## src/rtl/hart_dbg_ctl.sv

```systemverilog
// hart_dbg_ctl: per-hart debug halt/resume controller.
// Every hart runs an independent RUNNING/HALTING/HALTED/RESUMING(/STEPPING)
// state machine; the only cross-hart logic is the four summary outputs.
// Optional feature macro: HART_DBG_STEP_EN (single-step via STEPPING state).
// With the macro undefined the step port is kept but ignored and a resume
// always returns the hart to RUNNING.

module hart_dbg_lane #(
    parameter int HALT_TIMEOUT = 0
) (
    input  logic clk,
    input  logic rst_n,
    input  logic halt_req,
    input  logic resume_req,
    input  logic core_halted,
    input  logic retire,
    input  logic step,
    input  logic err_clr,
    output logic debug,
    output logic halted,
    output logic running,
    output logic resume_ack,
    output logic halt_err
);

    // Counter is only meaningful when a timeout is configured; keep it one
    // bit wide otherwise so the logic stays legal and trivially small.
    localparam int CW = (HALT_TIMEOUT > 0) ? $clog2(HALT_TIMEOUT + 1) : 1;
    localparam bit TO_EN = (HALT_TIMEOUT > 0);
    // The counter holds the number of HALTING cycles already spent before
    // the current one, so the last allowed cycle sees HALT_TIMEOUT-1.
    localparam logic [CW-1:0] TO_LAST = CW'((HALT_TIMEOUT > 0) ? HALT_TIMEOUT - 1 : 0);
    localparam logic [CW-1:0] CNT_MAX = '1;

    typedef enum logic [2:0] {
        ST_RUN       = 3'd0,
        ST_HALTING   = 3'd1,
        ST_HALTED    = 3'd2,
        ST_RESUMING  = 3'd3,
        ST_STEPPING  = 3'd4
    } state_e;

    state_e        state;
    state_e        state_nxt;
    logic [CW-1:0] cnt;
    logic          to_hit;
    logic          step_q;

    // Timeout fires on the last permitted HALTING cycle if the core has not
    // parked; a core_halted in that same cycle still wins.
    assign to_hit = TO_EN && (state == ST_HALTING) && !core_halted && (cnt == TO_LAST);

    // State register; reset forces RUNNING from any state.
    always_ff @(posedge clk) begin
        if (!rst_n) state <= ST_RUN;
        else        state <= state_nxt;
    end

    // Next-state logic; halt wins in RUNNING/STEPPING, resume wins in HALTED
    // simply because each state only looks at the request it cares about.
    always_comb begin
        state_nxt = state;
        case (state)
            ST_RUN: begin
                if (halt_req) state_nxt = ST_HALTING;
            end
            ST_HALTING: begin
                if (core_halted)  state_nxt = ST_HALTED;
                else if (to_hit)  state_nxt = ST_RUN;
            end
            ST_HALTED: begin
                if (resume_req) state_nxt = ST_RESUMING;
            end
            ST_RESUMING: begin
`ifdef HART_DBG_STEP_EN
                if (!core_halted) state_nxt = step_q ? ST_STEPPING : ST_RUN;
`else
                if (!core_halted) state_nxt = ST_RUN;
`endif
            end
`ifdef HART_DBG_STEP_EN
            ST_STEPPING: begin
                if (retire || halt_req) state_nxt = ST_HALTING;
            end
`endif
            default: state_nxt = ST_RUN;
        endcase
    end

    // Output decode purely from the state register (no input-to-output path).
    always_comb begin
        debug   = (state == ST_HALTING) || (state == ST_HALTED);
        halted  = (state == ST_HALTED);
        running = (state == ST_RUN);
    end

    // HALTING cycle counter: zero outside HALTING, saturating inside it.
    always_ff @(posedge clk) begin
        if (!rst_n)                               cnt <= '0;
        else if (state != ST_HALTING || to_hit)   cnt <= '0;
        else if (cnt != CNT_MAX)                  cnt <= cnt + CW'(1);
    end

`ifdef HART_DBG_STEP_EN
    // Capture dcsr.step at the moment the resume is accepted.
    always_ff @(posedge clk) begin
        if (!rst_n)                               step_q <= 1'b0;
        else if (state == ST_HALTED && resume_req) step_q <= step;
    end
`else
    // Stepping is compiled out; the inputs are deliberately left unused.
    logic unused_step_inputs;
    assign unused_step_inputs = step ^ retire;
    assign step_q = 1'b0;
`endif

    // Resume acknowledge: one-cycle pulse registered off the RESUMING exit.
    always_ff @(posedge clk) begin
        if (!rst_n) resume_ack <= 1'b0;
        else        resume_ack <= (state == ST_RESUMING) && !core_halted;
    end

    // Sticky timeout flag; a same-cycle timeout beats err_clr.
    always_ff @(posedge clk) begin
        if (!rst_n)       halt_err <= 1'b0;
        else if (to_hit)  halt_err <= 1'b1;
        else if (err_clr) halt_err <= 1'b0;
    end

endmodule

module hart_dbg_ctl #(
    parameter int NHARTS       = 1,
    parameter int HALT_TIMEOUT = 0
) (
    input  logic              clk,
    input  logic              rst_n,
    input  logic [NHARTS-1:0] halt_req,
    input  logic [NHARTS-1:0] resume_req,
    input  logic [NHARTS-1:0] core_halted,
    input  logic [NHARTS-1:0] retire,
    input  logic [NHARTS-1:0] step,
    input  logic [NHARTS-1:0] err_clr,
    output logic [NHARTS-1:0] debug,
    output logic [NHARTS-1:0] halted,
    output logic [NHARTS-1:0] running,
    output logic [NHARTS-1:0] resume_ack,
    output logic [NHARTS-1:0] halt_err,
    output logic              any_halted,
    output logic              all_halted,
    output logic              any_running,
    output logic              all_running
);

    // One fully independent controller per hart.
    for (genvar h = 0; h < NHARTS; h++) begin : g_hart
        hart_dbg_lane #(
            .HALT_TIMEOUT(HALT_TIMEOUT)
        ) u_lane (
            .clk        (clk),
            .rst_n      (rst_n),
            .halt_req   (halt_req[h]),
            .resume_req (resume_req[h]),
            .core_halted(core_halted[h]),
            .retire     (retire[h]),
            .step       (step[h]),
            .err_clr    (err_clr[h]),
            .debug      (debug[h]),
            .halted     (halted[h]),
            .running    (running[h]),
            .resume_ack (resume_ack[h]),
            .halt_err   (halt_err[h])
        );
    end

    // Summaries reduce the registered per-hart state flags.
    always_comb begin
        any_halted  = |halted;
        all_halted  = &halted;
        any_running = |running;
        all_running = &running;
    end

endmodule
```

## config.mk

```make
export PLATFORM = sky130hd
export DESIGN_NAME = hart_dbg_ctl
export DESIGN_NICKNAME = d
export VERILOG_FILES = /design/src/rtl/hart_dbg_ctl.sv
export SDC_FILE = /design/constraint.sdc
export NUM_CORES = 1
export LEC_CHECK = 0
export ABC_AREA = 1
export BUFFER_PORTS_ARGS = -buffer_cell sky130_fd_sc_hd__buf_2
export CORE_AREA = 10 10 47 49
export CTS_BUF_LIST = sky130_fd_sc_hd__clkbuf_16
export DETAILED_ROUTE_END_ITERATION = 8
export DIE_AREA = 0 0 57 59
export PLACE_DENSITY = 0.46
export SLEW_MARGIN = 10
export SYNTH_ARGS = -nofsm -noshare
export SYNTH_HDL_FRONTEND = slang
export SYNTH_SLANG_ARGS = --single-unit
export TNS_END_PERCENT = 30
```

## constraint.sdc

```tcl
create_clock -name clk -period 2.9 [get_ports clk]
set_input_delay 0.87 -clock clk [delete_from_list [all_inputs] [get_ports clk]]
set_output_delay 0.87 -clock clk [all_outputs]
set_load 0.01 [all_outputs]
```

## Yosys cells after proc, flatten, opt, wreduce, memory -nomap -nowiden

Cells that the tools add are included.

- Register bits after elaboration: 4
- Input port bits: 8
- Output and inout bits: 9
- Word-level logic and storage cells: 19

- Equal/unequal tests: 7
- Mux-type cells: 5
- Reduce and logical (&&, ||, !) cells: 5

Operators by type and width:

| kind | number |
|---|---|
| 3-bit two-way mux | 4 |
| 3-bit one-hot mux with 4 select lines | 1 |
| 2-bit != test, second input constant | 4 |
| 3-bit by 2-bit == test with 1-bit output, second input constant | 2 |
| 4-bit AND reduction | 1 |
| 3-bit by 1-bit == test with 1-bit output, second input constant | 1 |
| 3-bit zero test | 1 |
| 1-bit logical AND | 1 |
| 1-bit zero test | 1 |
| 1-bit logical OR | 1 |

## Depth between registers and ports, before layout

- Depth in word-level cells: 3
- Mapped depth: 8
- Mapped depth without buffers: 8

## Hierarchy

From an unflattened synthesis, not the netlist that was laid out.

- Cells, all modules: 43
- Area, all modules: 271.5 µm²

Modules (own cells, without submodules):

| module | times used | cells an instance | area an instance (µm²) | seq. area each (µm²) |
|---|---|---|---|---|
| hart_dbg_lane | 1 | 39 | 241.5 | 60.1 |
| hart_dbg_ctl | 1 | 4 | 30.0 | 0.0 |

## Least setup slack after synthesis

No wires, ideal clock.

- Path type: flip-flop to output port
- Start point: register g_hart[0].u_lane.state[0]
- End point: output port any_running
- Arrival: 0.840 ns
- Data required time: 2.030 ns
- Path slack: 1.190 ns
- Cell stages (with the launch flop): 4
- Buffers on the path: 1
- Path through: dfxtp_1 inv_1 ha_1 buf_4

- Word-level cells in the longest chain between the ends: 1

Ends and longest elaborated chain:

| element | RTL line | source |
|---|---|---|
| start, declared | 43 | `state_e state;` |
| start signal, assigned | 56 | `else state <= state_nxt;` |
| 3-bit zero test | 94 | `running = (state == ST_RUN);` |
| end, declared | 151 | `output logic any_running,` |

No other way between the ends.

## Worst setup path in the final report

- Start point: register g_hart[0].u_lane.state[0]
- End point: output port debug

- Word-level cells in the longest chain between the ends: 2
- Elaborated cells between the ends (all ways): 3
- Classes of those cells: eq/ne (2); reduce/logical (1)

Ends and longest elaborated chain:

| element | RTL line | source |
|---|---|---|
| 3-bit by 1-bit == test with 1-bit output / 3-bit by 2-bit == test with 1-bit output (equally long branches) | 92 | `debug = (state == ST_HALTING) \|\| (state == ST_HALTED);` |
| 1-bit logical OR (*) | 92 |  |
| end, declared | 144 | `output logic [NHARTS-1:0] debug,` |

Mark *: on every way between the ends. The rest lies on a longest branch, timed or not.

==> impl_results.md <==
* Finished Layout Cells at 70
* Post-CTS Hold Fix Bufs at 0
* Pin count of the biggest net entering global routing at 6
* Grt ovf at 0
* # rows at 14
* First-pass GRT wire length at 993 µm
* Placed cell area at approximately 310 µm²
* Crit end category: output port
* Syn nets at 55
* Maxcap violations at 0
* # IOs at 17
* Clock-pin slew on the worst setup and hold paths at 30 ps
* Global routing usage on met3 at under 10%
* Area grow syn2layout at 44.70%
* Most frequent cells in the layout: 12 x buf_2, 9 x inv_1, 9 x nand2_1
* Dpl cells at 66
* WHS at about 530 ps
* CTS buffer count at 3
* Vias in the first global route at 235
* Total Neg Setup Slack at 0 ps
* CTS tree: yes
* Routed Antenna Nets at 0
* Wirelength per Cell at between 8 and 9 µm
* Total power at 0.4710 mW
* Gpl congestion at 0.7090
* Period utilization at between 60% and 70%
* Req. time, crit path at 2030 ps
* Final Hold Viols at 0
* DIE AREA at 3363 µm²
* Tot GR Track Use at 4.028%
* Post-synthesis register bit count at 3
* Yosys warns at 0
* Startpoint types: flop
* Final min period at between 2000 and 2500 ps
* Pwr dens at 1199 nW/µm²
* RSZ-0062 raised after global routing: no
* Finished Core Util at 28.04%
* Setup CP Type: flop to output port
* Commonest non-fill, non-tap cell in the layout: buf_2
* Worst-Skew Late Latency at about 220 ps
* Critical path arrival at 1140 ps
* Seq. cell area at 60.06 µm²
* Share of layout cells above drive strength 1 at roughly a third
* Root Buffer: clkbuf_16
* Status: completed
* I/O Buffers at 12
* Die Wd at about 57 µm
* Total wire length at 622 µm
* Layout fillers at 162
* Grt met1 use at under 10%
* Mapped cell area at around 270 µm²
* Register area share after synthesis at between 20 and 25%
* Final Max Tran Viols at 0
* Post-DP HPWL at between 500 and 600 µm
* Final net count at 67
* Post-cts resize count at 0
* Core area at 1401 µm²
* Detailed Route Iter0 Violations at 4
* Antenna violations before repair at 0
* Syn Area/Cell at about 6.3 µm²
* DRC viols at 0
* Synth unique cells at 10
* Clock sink count at 3
* Worst min path class: flop to flop
* Syn Inst Count at 43
* Final setup fails at 0
* Starting Density at around a fifth
* Antenna diodes at 0
* Met2 Use GR at about 4.2%
* TritonRoute pass-1 iters at 4
* Final Cell Area at between 300 and 400 µm²
* Bufs on Longest Clock Path at 2
* Pleak at roughly 0.23 nW
* Max IR drop VDD at ~0.53 mV
* Pre-CTS WS at about 1100 ps
* DR vias/cell at roughly 3.7
* Most area-hungry cell type in the Yosys netlist: dfxtp_1
* Die height at 59 µm
* Total number of vias at about 260
* Crit-path max FO at 4
* H-tree levels at 1
* Area of the multi-input gates at between 100 and 150 µm²
* Most used routing layer: met4
* Final setup skew at roughly 0.32 ps
* Post-synth top area share at 22.12%
* PnR worst setup slack at 888.5 ps
* Peak Freq at roughly 500 MHz
* Post-CTS Setup Inserts at 0
* Top post-synthesis cells by area: dfxtp_1 22%, ha_1 18%, buf_4 14%, nand2_1 12%, inv_1 11%
* R2R Setup Slk at 1690 ps
layer usage:
layer | wire (µm) | up-vias
met3 | 132 | 2
met5 | 0 | -
met2 | 188 | 14
li1 | - | 138
met4 | 26 | 0
met1 | 275 | 102
area by class of cell:
cell class | count | area share [%]
well taps | 16 | 5.096
repair buffers | 12 | 15.29
flip-flops and latches | 3 | 15.29
multi-input cells | 26 | 35.67
clock inverters | 1 | 0.9554
clock buffers | 3 | 19.11
inverters | 9 | 8.599
synthesized netlist by cell type:
cell     count
buf_4        5
conb_1       1
dfxtp_1      3
ha_1         4
inv_1        8
inv_2        1
nand2_1      9
nand3_1      2
nor2_1       8
nor2_2       2
critical path, stage by stage, from the launching register on:
cell and delay [ps]:
dfxtp_1 380, inv_1 80, ha_1 310, buf_2 150
cells by family after synthesis:
logic type | synth area share, %
and+or+nand+nor | 31.80
adders and majority gates | 18.43
other | 1.381
buffers and inverters | 26.27
DFF | 22.12
state kept, by name (all words and copies together) (netlist names):
| register | count |
|---|---|
| g_hart.u_lane.resume_ack | 1 |
| g_hart.u_lane.state | 2 |
power by group:
part | switching [mW] | internal, mW | total, mW
logic | 0.113 | 0.0770 | 0.190
clock network | 0.0374 | 0.178 | 0.215
registers | 0.0130 | 0.0532 | 0.0662
worst paths after layout:
check | startpoint | endpoint | cells after the start
setup / recovery | g_hart[0].u_lane.state[0] | debug | 3
hold reg to reg | g_hart[0].u_lane.state[0] | g_hart[0].u_lane.state[0] | 2
setup reg to reg | g_hart[0].u_lane.state[0] | g_hart[0].u_lane.state[1] | 8
hold / removal | g_hart[0].u_lane.state[0] | g_hart[0].u_lane.state[0] | 2
No activity file was read; power rests on OpenSTA's default activity.
